===== config.mk =====
export PLATFORM = sky130hd
export DESIGN_NAME = ddr_qos_ingress
export DESIGN_NICKNAME = d
export VERILOG_FILES = /design/src/rtl/ddr_types_pkg.sv /design/src/rtl/ddr_sync_fifo.sv /design/src/rtl/ddr_qos_ingress.sv
export SDC_FILE = /design/constraint.sdc
export NUM_CORES = 1
export LEC_CHECK = 0
export ABC_CLOCK_PERIOD_IN_PS = 4800
export CAP_MARGIN = 20
export CORE_MARGIN = 2
export CORE_UTILIZATION = 57
export DETAILED_ROUTE_END_ITERATION = 8
export DONT_BUFFER_PORTS = 1
export PLACE_DENSITY = 0.75
export SKIP_CTS_REPAIR_TIMING = 1
export SYNTH_ARGS = -nofsm -noshare
export SYNTH_HDL_FRONTEND = slang
export SYNTH_SLANG_ARGS = --single-unit

===== constraint.sdc =====
create_clock -name clk -period 4.8 [get_ports clk]
set_input_delay 0.96 -clock clk [delete_from_list [all_inputs] [get_ports clk]]
set_output_delay 0.96 -clock clk [all_outputs]
set_load 0.01 [all_outputs]

===== src/rtl/ddr_types_pkg.sv =====
`default_nettype none
// ============================================================================
// Module      : ddr_types_pkg
// Description : Shared DDR request types and QoS ingress defaults.
// Revision    : 1.0 - initial release
// ============================================================================
package ddr_types_pkg;

    typedef struct packed {
        logic [27:0] addr;
        logic        write;
        logic [3:0]  id;
    } ddr_req_t;

    typedef logic [1:0] qos_class_t;

    localparam int QOS_INGRESS_DEPTH = 8;
    localparam int QOS_AGE_LIMIT     = 64;

endpackage
`default_nettype wire


===== src/rtl/ddr_sync_fifo.sv =====
`default_nettype none
// ============================================================================
// Module      : ddr_sync_fifo
// Description : Type-parameterised synchronous FIFO with head output and count.
// Revision    : 1.0 - initial release
// ============================================================================
module ddr_sync_fifo #(
    parameter type T     = logic [7:0],
    parameter int  DEPTH = 8
) (
    input  logic                         clk,
    input  logic                         rst_n,
    input  logic                         push,
    input  T                             push_data,
    input  logic                         pop,
    output T                             head,
    output logic                         full,
    output logic                         empty,
    output logic [$clog2(DEPTH+1)-1:0]   count
);

    localparam int                  c_ptr_w   = $clog2(DEPTH);
    localparam int                  c_cnt_w   = $clog2(DEPTH + 1);
    localparam logic [c_ptr_w-1:0]  c_ptr_one = c_ptr_w'(1);
    localparam logic [c_cnt_w-1:0]  c_cnt_one = c_cnt_w'(1);
    localparam logic [c_cnt_w-1:0]  c_full    = c_cnt_w'(DEPTH);

    T                   r_mem [DEPTH];
    logic [c_ptr_w-1:0] r_wr_ptr;
    logic [c_ptr_w-1:0] r_rd_ptr;
    logic [c_cnt_w-1:0] r_count;
    logic               w_push;
    logic               w_pop;

    assign full   = (r_count == c_full);
    assign empty  = (r_count == '0);
    assign count  = r_count;
    assign head   = r_mem[r_rd_ptr];
    assign w_push = push && !full;
    assign w_pop  = pop && !empty;

    // Storage carries no reset; validity is tracked by the count alone.
    always_ff @(posedge clk) begin
        if (w_push) begin
            r_mem[r_wr_ptr] <= push_data;
        end
    end

    always_ff @(posedge clk or negedge rst_n) begin
        if (!rst_n) begin
            r_wr_ptr <= '0;
            r_rd_ptr <= '0;
            r_count  <= '0;
        end else begin
            if (w_push) begin
                r_wr_ptr <= r_wr_ptr + c_ptr_one;
            end
            if (w_pop) begin
                r_rd_ptr <= r_rd_ptr + c_ptr_one;
            end
            case ({w_push, w_pop})
                2'b10:   r_count <= r_count + c_cnt_one;
                2'b01:   r_count <= r_count - c_cnt_one;
                default: r_count <= r_count;
            endcase
        end
    end

endmodule
`default_nettype wire


===== src/rtl/ddr_qos_ingress.sv =====
`default_nettype none
// ============================================================================
// Module      : ddr_qos_ingress
// Description : Per-class ingress FIFOs with strict-priority/aging arbiter.
// Revision    : 1.0 - initial release
// ============================================================================
module ddr_qos_ingress
    import ddr_types_pkg::*;
#(
    parameter int NUM_CLASSES = 4,
    parameter int DEPTH       = QOS_INGRESS_DEPTH,
    parameter int AGE_LIMIT   = QOS_AGE_LIMIT
) (
    input  logic                                         clk,
    input  logic                                         rst_n,
    input  logic                                         req_valid,
    output logic                                         req_ready,
    input  ddr_req_t                                     req,
    input  qos_class_t                                   req_class,
    output logic                                         out_valid,
    input  logic                                         out_ready,
    output ddr_req_t                                     out_req,
    output qos_class_t                                   out_class,
    output logic [NUM_CLASSES-1:0][$clog2(DEPTH+1)-1:0]  occupancy,
    output logic [15:0]                                  aged_grants
);

    localparam logic [15:0] c_age_limit = 16'(AGE_LIMIT);

    ddr_req_t                w_head [NUM_CLASSES];
    logic [NUM_CLASSES-1:0]  w_full;
    logic [NUM_CLASSES-1:0]  w_empty;
    logic [NUM_CLASSES-1:0]  w_push;
    logic [NUM_CLASSES-1:0]  w_pop;
    logic [NUM_CLASSES-1:0]  w_aged;
    logic                    w_free;
    logic                    w_any;
    logic                    w_grant;
    logic                    w_lower_busy;
    qos_class_t              w_win;

    logic [15:0]             r_age [NUM_CLASSES];
    logic                    r_out_valid;
    ddr_req_t                r_out_req;
    qos_class_t              r_out_class;
    logic [15:0]             r_aged_grants;

    assign req_ready   = !w_full[req_class];
    assign out_valid   = r_out_valid;
    assign out_req     = r_out_req;
    assign out_class   = r_out_class;
    assign aged_grants = r_aged_grants;

    generate
        for (genvar c = 0; c < NUM_CLASSES; c++) begin : g_fifo
            assign w_push[c] = req_valid && req_ready && (req_class == qos_class_t'(c));
            assign w_pop[c]  = w_grant && (w_win == qos_class_t'(c));
            assign w_aged[c] = !w_empty[c] && (r_age[c] == c_age_limit);

            ddr_sync_fifo #(
                .T     (ddr_req_t),
                .DEPTH (DEPTH)
            ) u_fifo (
                .clk       (clk),
                .rst_n     (rst_n),
                .push      (w_push[c]),
                .push_data (req),
                .pop       (w_pop[c]),
                .head      (w_head[c]),
                .full      (w_full[c]),
                .empty     (w_empty[c]),
                .count     (occupancy[c])
            );
        end
    endgenerate

    // Aged classes pre-empt the plain priority order; lowest index wins in each group.
    always_comb begin
        w_free       = !r_out_valid || out_ready;
        w_any        = |(~w_empty);
        w_win        = '0;
        w_lower_busy = 1'b0;
        for (int c = NUM_CLASSES - 1; c >= 0; c--) begin
            if (!w_empty[c]) begin
                w_win = qos_class_t'(c);
            end
        end
        if (|w_aged) begin
            for (int c = NUM_CLASSES - 1; c >= 0; c--) begin
                if (w_aged[c]) begin
                    w_win = qos_class_t'(c);
                end
            end
        end
        for (int c = 0; c < NUM_CLASSES; c++) begin
            if ((c < int'(w_win)) && !w_empty[c]) begin
                w_lower_busy = 1'b1;
            end
        end
        w_grant = w_free && w_any;
    end

    always_ff @(posedge clk or negedge rst_n) begin
        if (!rst_n) begin
            for (int c = 0; c < NUM_CLASSES; c++) begin
                r_age[c] <= '0;
            end
        end else begin
            for (int c = 0; c < NUM_CLASSES; c++) begin
                if (w_empty[c] || w_pop[c]) begin
                    r_age[c] <= '0;
                end else if (w_free && (r_age[c] != c_age_limit)) begin
                    r_age[c] <= r_age[c] + 16'd1;
                end
            end
        end
    end

    always_ff @(posedge clk or negedge rst_n) begin
        if (!rst_n) begin
            r_out_valid   <= 1'b0;
            r_out_req     <= '0;
            r_out_class   <= '0;
            r_aged_grants <= '0;
        end else begin
            if (w_free) begin
                r_out_valid <= w_any;
                if (w_any) begin
                    r_out_req   <= w_head[w_win];
                    r_out_class <= w_win;
                end
            end
            if (w_grant && w_aged[w_win] && w_lower_busy && (r_aged_grants != 16'hFFFF)) begin
                r_aged_grants <= r_aged_grants + 16'd1;
            end
        end
    end

endmodule
`default_nettype wire


Word-level counts from Yosys, hierarchy flattened:

Memories as Yosys holds them, arrays and structs flattened.
Cells that the tools add are included.

* bitwise gates (word level): 2
* equal/unequal tests: 27
* shift-type cells: 0
* add/sub/neg operators: 21
* mux-type cells: 39
* divide/modulo/power cells: 0
* reduce and logical (&&, ||, !) cells: 64
* $mul: 0
* magnitude comparators: 6

Operator list (number)
* 16-bit 2-to-1 mux: 8
* 16-bit by 1-bit adder with 16-bit output (second input constant): 5
* 33-bit binary-select mux with 2-bit select: 1
* 33-bit 2-to-1 mux: 2
* 16-bit by 7-bit equality test with 1-bit output (second input constant): 4
* 16-bit by 7-bit inequality test with 1-bit output (second input constant): 4
* 1-bit logical AND: 32
* 4-bit one-hot mux with 2 select lines: 4
* 3-bit by 1-bit adder with 3-bit output (second input constant): 8
* 2-bit 2-to-1 mux: 9
* 4-bit by 1-bit adder with 4-bit output (second input constant): 4
* 2-bit equality test (second input constant): 8
* 4-bit equality test (second input constant): 4
* 4-bit zero test: 4
* 16-bit inequality test (second input constant): 1
* 2-bit nonzero test: 8
* 4-bit by 1-bit subtractor with 4-bit output (second input constant): 4
* 1-bit 2-to-1 mux: 13
* 2-bit by 1-bit equality test with 1-bit output (second input constant): 6
* 1-bit zero test: 10
* 4-bit OR reduction: 2
* 2-bit by 3-bit < comparator with 1-bit output (second input constant): 2
* 1-bit logical OR: 5
* 1-bit binary-select mux with 2-bit select: 2
* 7 further kinds: 9

* register bits after elaboration: 156
* memories kept: 4
* bits in read-only memories: 0
* bits in writable memories: 1056
* latch bits: 0

Memories
* g_fifo[0].u_fifo.r_mem: depth 8, bits a word 33, read ports 1, clocked after Yosys merged registers in 0, wr ports 1, line ddr_sync_fifo.sv:28 `T r_mem [DEPTH];`
* g_fifo[1].u_fifo.r_mem: depth 8, bits a word 33, read ports 1, clocked after Yosys merged registers in 0, wr ports 1, line ddr_sync_fifo.sv:28
* g_fifo[2].u_fifo.r_mem: depth 8, bits a word 33, read ports 1, clocked after Yosys merged registers in 0, wr ports 1, line ddr_sync_fifo.sv:28
* g_fifo[3].u_fifo.r_mem: depth 8, bits a word 33, read ports 1, clocked after Yosys merged registers in 0, wr ports 1, line ddr_sync_fifo.sv:28

Longest topological paths before layout:

Gate-level depths: netlist of run 1.

* word-level depth: 17
* depth in mapped cells: 16

Hierarchy:

A second synthesis of run 1 with hierarchy kept.

* cells, all modules: 2437
* area, all modules: 48959.5 um^2

Modules (own cells, without submodules)
* ddr_sync_fifo: times used 4, area an instance 10666.5 um^2, seq. area each 8177.8 um^2, cells each 449
* ddr_qos_ingress: times used 1, area an instance 6293.5 um^2, seq. area each 2902.8 um^2, cells each 641

Worst setup path before layout of run 1:

No wires, ideal clock.

* path type: input to register
* from: input port req_class[0]
* to: memory g_fifo[0].u_fifo.r_mem[0][0] (netlist name) (enable)
* arrival time: 4.617 ns
* cell stages on the path: 3
* setup slack: -0.323 ns
* setup time: 0.506 ns
* path through: a211oi_1 nand2_1 nor4_1

* word-level cells in the longest chain between the ends: 8
* elaborated cells on any way between the ends: 9

RTL lines
* from (decl): line ddr_qos_ingress.sv:19 `input qos_class_t req_class,`
* 1-bit binary-select mux with 2-bit select: line ddr_qos_ingress.sv:48 `assign req_ready = !w_full[req_class];`
* 1-bit 2-to-1 mux (implied by the code): line ddr_qos_ingress.sv:48
* 1-bit zero test: line ddr_qos_ingress.sv:48
* 1-bit logical AND: line ddr_qos_ingress.sv:56 `assign w_push[c] = req_valid && req_ready && (req_class == qos_class_t'(c));`
* 1-bit logical AND (*): line ddr_qos_ingress.sv:56
* 1-bit logical AND (*): line ddr_sync_fifo.sv:39 `assign w_push = push && !full;`
* 1-bit 2-to-1 mux (*): line ddr_sync_fifo.sv:44 `if (w_push) begin`
* 1-bit 2-to-1 mux (implied by the code) (*): line ddr_sync_fifo.sv:45 `r_mem[r_wr_ptr] <= push_data;`
* to (decl): line ddr_sync_fifo.sv:28

Mark *: on every way between the ends. The rest lies on a longest branch, timed or not. The select of a mux whose other input is x is not followed.

Final worst setup path of run 1:

* from: register g_fifo[1].u_fifo.r_count[2]
* to: register g_fifo[2].u_fifo.r_count[2]

* word-level cells in the longest chain between the ends: 13
* elaborated cells on any way between the ends: 28

RTL lines
* from (decl): line ddr_sync_fifo.sv:31 `logic [c_cnt_w-1:0] r_count;`
* from (signal assigned): line ddr_sync_fifo.sv:62 `2'b10: r_count <= r_count + c_cnt_one;`
* from (signal assigned): line ddr_sync_fifo.sv:63 `2'b01: r_count <= r_count - c_cnt_one;`
* from (signal assigned): line ddr_sync_fifo.sv:64 `default: r_count <= r_count;`
* 4-bit zero test (*): line ddr_sync_fifo.sv:36 `assign empty = (r_count == '0);`
* 2-bit 2-to-1 mux (2 in series): line ddr_qos_ingress.sv:84 `if (!w_empty[c]) begin`
* 2-bit 2-to-1 mux (4 in series): line ddr_qos_ingress.sv:90 `if (w_aged[c]) begin`
* 2-bit 2-to-1 mux: line ddr_qos_ingress.sv:88 `if (|w_aged) begin`
* 2-bit equality test: line ddr_qos_ingress.sv:57 `assign w_pop[c] = w_grant && (w_win == qos_class_t'(c));`
* 1-bit logical AND (*): line ddr_qos_ingress.sv:57
* 1-bit logical AND (*): line ddr_sync_fifo.sv:40 `assign w_pop = pop && !empty;`
* net g_fifo[2].u_fifo.w_pop: line ddr_sync_fifo.sv:33 `logic w_pop;`
* 2-bit by 1-bit equality test with 1-bit output / 2-bit equality test (equally long branches): line ddr_sync_fifo.sv:61 `case ({w_push, w_pop})`
* 4-bit one-hot mux with 2 select lines / 2-bit nonzero test (equally long branches)
* to (signal assigned): line ddr_sync_fifo.sv:62
* to (signal assigned): line ddr_sync_fifo.sv:63
* to (signal assigned): line ddr_sync_fifo.sv:64
* to (decl): line ddr_sync_fifo.sv:31

The timed path passes the listed nets; every way through them passes the cells marked *. The select of a mux whose other input is x is not followed.
A chain may end at the register's enable or synchronous reset.

==> results.md, run 1 <==
* Status: complete, no violations
* Final Non-Filler Cells at 3,722
* Synth cell types at 51
* Final instance area at ~54,000 µm²
* Setup TNS at 0 ps
* CP Max Fanout at 22
* Setup Crit Path Kind: register to register
* Register bit total from synthesis at 1,212
* DRC Markers at 0
* Ys Warns at 0
* Final HPWL DP at 61,380 µm
* Seq/Total Area, Yosys at between 70% and 80%
* Final WL at 109,600 µm
* Crit-path max cell delay at ~600 ps
* Initial antenna violation count at 0
* Buffers on Ports at 0
* Final-report max-slew violation count at 0
* Area occupied by registers at 35,640 µm²
* CP required at 5350 ps
* Worst Skew at 38.32 ps
* Final GP Congestion at 0.8384
* Syn_area_per_cell at 19.39 µm²
* DP Area at 49,700 µm²
* Vias in the first global route at 25,310
* Pin count of the biggest net entering global routing at around 160
* Max Cap Viol at 0
* Area grow syn2layout at 11.79%
* Post-synth ARST share at 12.87%
* # rows at approximately 110
* Drt pass-1 iters at 5
* Worst Setup End Kind: register
* H-tree depth at 3
* Clock slew at reported path FFs at ~60 ps
* Worst path cell trace: nor4_4 -> nand2_1 -> o21ai_4 -> buf_4 -> or3_1 -> inv_1 -> ha_1 -> xor2_1 -> ha_1 -> a21oi_1 -> xor2_1 -> nor2_1 -> xor2_1
* Ports at 108
* Clk sink count at between 1,000 and 1,500
* Maximum VDD drop at around 380 µV
* Routed wire per std cell at 29.46 µm
* Die Width at 294.2 µm
* RSZ-0062 raised after global routing: false
* Post-synthesis cell count at between 2,000 and 2,500
* Post-Syn Area at 48,010 µm²
* Tmin final at roughly 4000 ps
* WHS at 221.1 ps
* Clock Tree Buf Depth at 3
* Via count at 24,050
* Area of the multi-input gates at 12,090 µm²
* Global-route wire length before repair at 162,800 µm
* Power Density at 512.3 nW/µm²
* Overflow after GRT at 0
* Die height at 294.2 µm
* Clk_lat worst skew at 700 ps
* Die Area at 86,570 µm²
* Initial Util at around 57%
* Top delay family on crit path: simple AND/OR/NAND/NOR gates
* R2R setup slack at 780 ps
* Final nets at 2,607
* Buffers and inverters on the worst path at 2
* DP Cell Count at 3,499
* Final-report hold violation count at 0
* Starting DRT DRC Count at 2,763
* Clk root buf: clkbuf_16
* Layout cells sized above 1 at 24.22%
* Fillers at roughly 5,400
* Worst setup SP type: register
* Max transition margin at between 20% and 30%
* Vias per cell at 6.461
* Core Region at between 80,000 and 90,000 µm²
* Achievable Freq at 248.9 MHz
* Worst-margin pin slew at 1154 ps
* Worst min path class: primary input to asynchronous set/reset pin
* All-Layer GR Usage at 25.94%
* CTS tree: done
* Post-synth EDFFs at 1,056
* Critical Path AT at around 4600 ps
* Final ANT Viol Nets at 0
* Crit share post-route at 83.71%
* CTS buffer count at approximately 120
* Setup-failing EPs final at 0
* Critical Path Most Common Cell: xor2_1
* # diodes at 0
* Leakage power at 17.74 nW
* Ys flop type: edfxtp_1
* Syn_nets at 2,544
* Slowest-stage cell, CP: o21ai_4
-- cell usage after synthesis, drive strengths merged, types with 5 or more instances --
library cell | n | share of area [%]
nor2 | 121 | 0.95
a21oi | 14 | 0.15
nand2 | 170 | 1.3
xnor2 | 50 | 0.91
mux4 | 264 | 12
nand2b | 17 | 0.22
nor3 | 28 | 0.29
nand3 | 58 | 0.60
o21ai | 6 | 0.070
xor2 | 58 | 1.1
clkbuf | 66 | 0.52
nor4 | 16 | 0.35
inv | 22 | 0.17
and3 | 14 | 0.18
buf | 47 | 0.49
edfxtp | 1056 | 66
ha | 29 | 0.76
nand4 | 23 | 0.30
mux2 | 81 | 1.9
and2 | 5 | 0.065
o211ai | 66 | 1.0
nor2b | 7 | 0.091
mux2i | 66 | 1.4
dfrtp | 156 | 8.1
-- kinds of logic after synthesis --
logic type	share of synthesized area, %
flip-flops	74.18
AND/OR/NAND/NOR	4.680
multiplexers	15.66
buffers and inverters	1.178
XOR/XNOR	1.970
AO/OA/AOI/OAI	1.582
adder cells (fa/ha/maj)	0.7557
-- flip-flops by register name, indices dropped and copies added (netlist names) --
name                    cells
aged_grants                16
g_fifo.u_fifo.count        16
g_fifo.u_fifo.r_mem      1056
g_fifo.u_fifo.r_rd_ptr     12
g_fifo.u_fifo.r_wr_ptr     12
out_class                   2
out_req                    33
out_valid                   1
r_age                      64
-- per-layer routing --
metal  track usage (%)  part of all wire [%]  vias up
met4             8.723                   3.3        0
met1             35.13                    38    12720
met2             42.68                    49     1111
met5                 0                     0        -
met3             5.204                   9.0      210
li1                  -                     -    10010
-- area by class of cell --
class / instances / area share, %
flip-flops and latches: 1212 / 66.40
multi-input cells: 1129 / 22.53
clock buffers: 169 / 6.213
well taps: 1080 / 2.518
clock inverters: 52 / 1.107
repair buffers: 58 / 1.082
inverters: 22 / 0.1539
-- power by group --
| group | switching, mW | internal, mW | leakage, nW | total (mW) |
|---|---|---|---|---|
| Sequential | 1.28 | 12.2 | 11.5 | 13.5 |
| Clock | 3.87 | 5.41 | 1.92 | 9.28 |
| Combinational | 2.34 | 2.40 | 4.29 | 4.75 |
-- final timing paths --
path,start,endpoint,cells past startpoint
worst max-delay path,g_fifo[1].u_fifo.count[2]$_DFFE_PN0P_,g_fifo[2].u_fifo.count[2]$_DFFE_PN0P_,13
worst min register to register,r_age[15]$_DFFE_PN0P_,r_age[15]$_DFFE_PN0P_,2
worst min-delay path,rst_n,g_fifo[0].u_fifo.r_wr_ptr[0]$_DFFE_PN0P_,1
worst max register to register,g_fifo[1].u_fifo.count[2]$_DFFE_PN0P_,g_fifo[2].u_fifo.count[2]$_DFFE_PN0P_,13
max in group asynchronous,rst_n,g_fifo[1].u_fifo.r_rd_ptr[0]$_DFFE_PN0P_,1
min in group clk,req[9],g_fifo[1].u_fifo.r_mem[2][9]$_DFFE_PP_,0
-- per-stage QoR --
step	setup slack (ps)	util, %	power, mW
floorplan	429.3	-	16.76
global placement	987.7	59.45	18.13
detailed placement	907.2	59.48	18.36
CTS	880.8	64.18	27.58
global route	547.6	64.24	28.48
finish	781.9	64.24	27.50
-- cells in the final DEF (no fill, tap or decap), types with 17 or more instances in the layout --
| cell type | netlist | final |
|---|---|---|
| clkbuf_8 | 0 | 19 |
| xor2_1 | 58 | 58 |
| nand2b_1 | 17 | 17 |
| nand3_1 | 58 | 58 |
| edfxtp_1 | 1056 | 1056 |
| mux2i_1 | 66 | 66 |
| mux2_2 | 81 | 81 |
| clkbuf_1 | 66 | 32 |
| clkinv_2 | 0 | 20 |
| mux4_2 | 264 | 264 |
| nand4_1 | 23 | 23 |
| xnor2_1 | 50 | 50 |
| nor2_1 | 121 | 106 |
| inv_1 | 22 | 22 |
| o211ai_1 | 66 | 66 |
| ha_1 | 29 | 29 |
| nand2_1 | 169 | 169 |
| buf_4 | 2 | 47 |
| clkbuf_16 | 0 | 118 |
| dfrtp_1 | 156 | 144 |
Power figures use the tool's default switching activity.
==> run 2, diff against run 1 <==
--- a/config.mk
+++ b/config.mk
@@ -5,13 +5,13 @@
 export SDC_FILE = /design/constraint.sdc
 export NUM_CORES = 1
 export LEC_CHECK = 0
-export ABC_CLOCK_PERIOD_IN_PS = 4800
+export ABC_CLOCK_PERIOD_IN_PS = 3900
 export CAP_MARGIN = 20
 export CORE_MARGIN = 2
-export CORE_UTILIZATION = 57
+export CORE_UTILIZATION = 63
 export DETAILED_ROUTE_END_ITERATION = 8
 export DONT_BUFFER_PORTS = 1
-export PLACE_DENSITY = 0.75
+export PLACE_DENSITY = 0.79
 export SKIP_CTS_REPAIR_TIMING = 1
 export SYNTH_ARGS = -nofsm -noshare
 export SYNTH_HDL_FRONTEND = slang
==> constraint.sdc (replaced) <==
create_clock -name clk -period 3.9 [get_ports clk]
set_input_delay 0.78 -clock clk [delete_from_list [all_inputs] [get_ports clk]]
set_output_delay 0.78 -clock clk [all_outputs]
set_load 0.01 [all_outputs]
==> run 2 against run 1 <==
The run now ends with negative hold slack left. Hold slack got worse by 390 ps. Maximum frequency is 10% higher. Design area is 0.16% lower. Global-route usage grew 3.1 points. Sequential cell count did not move. Routed wire length up 1.4%. Cell count shrank 2.4%. Total power up 22%. Combinational power up 24%. First-iteration DRC count up 13%. Critical endpoint unchanged. Largest power group unchanged. Highest routed layer unchanged.
==> results.md, run 2 (synthesis gave the netlist of run 1 again) <==
* Status: finished with violations
* Failing checks: negative hold slack
* Power Density at 626.8 nW/µm² (+22%)
* Worst Skew at 58.10 ps (+19.78 ps)
* Initial Util at 63.43% (+6.0 points)
* Worst-margin pin slew at 1129 ps (-24.81 ps)
* Die height at 280.1 µm (-4.8%)
* CP required at 4460 ps (-890 ps)
* Clock slew at reported path FFs at 60 ps (about the same)
* Final-report max-slew violation count at 0 (unchanged)
* Routed wire per std cell at 30.62 µm (+3.9%)
* Vias per cell at 6.742 (+4.3%)
* Setup TNS at 0 ps (unchanged)
* Vias in the first global route at 25,680 (+1.4%)
* Commonest non-fill, non-tap cell in the layout: edfxtp_1
* Final nets at 2,623 (+0.61%)
* All-Layer GR Usage at 29.02% (+3.1 points)
* WHS at -168.5 ps (-389.5 ps)
* Clock Tree Buf Depth at 3 (unchanged)
* Pin count of the biggest net entering global routing at 157 (unchanged)
* Clk root buf: clkbuf_16
* Ports at 108 (unchanged)
* Max FFs per register at 1,056 (unchanged)
* Tmin final at 3637 ps (-380.6 ps)
* Worst min path class: primary input to asynchronous set/reset pin
* Drt pass-1 iters at 8 (+3)
* Critical Path AT at 4200 ps (-360 ps)
* Final-report hold violation count at 156 (+156)
* Final GP Congestion at 0.8009 (-4.5%)
* Crit share post-route at 93.27% (+9.6 points)
* Setup-failing EPs final at 0 (unchanged)
* Max transition margin at 24.70% (+1.7 points)
* Buffers on Ports at 0 (unchanged)
* CTS buffer count at 115 (-0.86%)
* Leakage power at 17.76 nW (+0.14%)
* DRC Markers at 0 (unchanged)
* Starting DRT DRC Count at 3,112 (+13%)
* CP Max Fanout at 8 (-64%)
* Setup Crit Path Kind: register to register
* Die Area at 78,440 µm² (-9.4%)
* Worst setup SP type: register
* Final ANT Viol Nets at 0 (unchanged)
* # diodes at 0 (unchanged)
* Core Region at 75,700 µm² (-9.4%)
* Commonest cells after routing, fill and taps aside: 1,056 x edfxtp_1, 264 x mux4_2, 169 x nand2_1, 144 x dfrtp_1, 118 x clkbuf_16
* Initial antenna violation count at 0 (unchanged)
* Final Non-Filler Cells at 3,633 (-2.4%)
* Area grow syn2layout at 11.61%
* Clk sink count at 1,212 (unchanged)
* Final instance area at 53,590 µm² (-0.16%)
* Global-route wire length before repair at 165,300 µm (+1.5%)
* Clk_lat worst skew at 700 ps (about the same)
* Overflow after GRT at 0 (unchanged)
* Max Cap Viol at 0 (unchanged)
* Final WL at 111,200 µm (+1.4%)
* Worst Setup End Kind: register
* Tot Pwr at 33.59 mW (+22%)
* Die Width at 280.1 µm (-4.8%)
* Final HPWL DP at 61,420 µm (about the same)
* CTS tree: done
* Via count at 24,490 (+1.9%)
* DP Area at 49,830 µm² (+0.27%)
* # rows at 101 (-4.7%)
* H-tree depth at 3 (unchanged)
* Reg with most FFs: g_fifo.u_fifo.r_mem
* RSZ-0062 raised after global routing: false
* Layout cells sized above 1 at 24.26% (+0.032 points)
* DP Cell Count at 3,416 (-2.4%)
* Achievable Freq at 274.9 MHz (+10%)
* Maximum VDD drop at 440.9 µV (+16%)
## run 2: cell types whose count changed in the layout (fill, tap and decap cells not counted), moves of 2 or more
cell	delta
buf_12	+4
inv_6	-2
clkbuf_8	-12
clkinv_1	+10
nor3_2	-9
bufinv_16	-2
clkinvlp_4	+2
buf_4	+14
nor3_4	+9
## run 2: through the flow
stage	util, %	worst slack [ps]	hold slack [ps]
floorplan	-	-181.6	484.4
global placement	65.83	462.0	498.6
detailed placement	65.83	349.6	497.9
CTS	70.79	264.0	-235.4
global route	70.79	62.98	-219.3
finish	70.79	262.6	-168.5
## run 2: layer usage
metal | global-route usage (%) | vias to the layer above | wire length (µm)
met2 | 48.25 | 1462 | 55790
met5 | 0 | - | 0
li1 | - | 10050 | -
met3 | 5.896 | 272 | 10940
met4 | 10.78 | 0 | 4274
met1 | 38.52 | 12710 | 40230
## run 2: report_power, final
part | internal (mW) | leakage (nW) | total [mW] | switching (mW)
Combinational | 3.02 | 4.41 | 5.88 | 2.87
Clock | 6.30 | 1.83 | 11.0 | 4.74
Sequential | 15.0 | 11.5 | 16.7 | 1.67
Total | 24.3 | 17.8 | 33.6 | 9.28
## run 2: final timing paths
kind | start | end | slack (ps) | cells past startpoint
setup / recovery | r_age[0]$_DFFE_PN0P_ | g_fifo[2].u_fifo.count[2]$_DFFE_PN0P_ | 260 | 15
setup reg to reg | r_age[0]$_DFFE_PN0P_ | g_fifo[2].u_fifo.count[2]$_DFFE_PN0P_ | 260 | 15
max in group asynchronous | rst_n | aged_grants[1]$_DFFE_PN0P_ | 3740 | 0
min in group clk | req[7] | g_fifo[1].u_fifo.r_mem[5][7]$_DFFE_PP_ | 180 | 0
hold / removal | rst_n | r_age[63]$_DFFE_PN0P_ | -170 | 0
hold reg to reg | aged_grants[9]$_DFFE_PN0P_ | aged_grants[9]$_DFFE_PN0P_ | 560 | 1
## run 2: worst max-delay path, cell delays in order (launching register included)
cell and delay [ps]:
dfrtp_1 420, inv_1 80, ha_1 150, and4bb_2 260
nand4_1 150, or2_1 290, a211o_4 370, or3_1 460
inv_1 150, ha_1 270, xor2_1 230, ha_1 190
a21oi_1 50, xor2_1 160, nor2_1 130, xor2_1 180
## run 2: area by class of cell
type | count | area [µm²]
Clock buffer | 156 | 3166
Clock inverter | 61 | 593.1
Sequential cell | 1212 | 35640
Timing Repair Buffer | 75 | 738.2
Multi-Input combinational cell | 1129 | 12150
Fill cell | 4237 | 22110
Inverter | 22 | 82.58
Tap cell | 978 | 1224
==> run 3, diff against run 2 <==
--- a/config.mk
+++ b/config.mk
@@ -9,6 +9,7 @@
 export CAP_MARGIN = 20
 export CORE_MARGIN = 2
 export CORE_UTILIZATION = 63
+export CTS_CLUSTER_DIAMETER = 80
 export DETAILED_ROUTE_END_ITERATION = 8
 export DONT_BUFFER_PORTS = 1
 export PLACE_DENSITY = 0.79
==> results of run 3 <==
No change in the layout: final DEF, timing and power equal those of run 2.
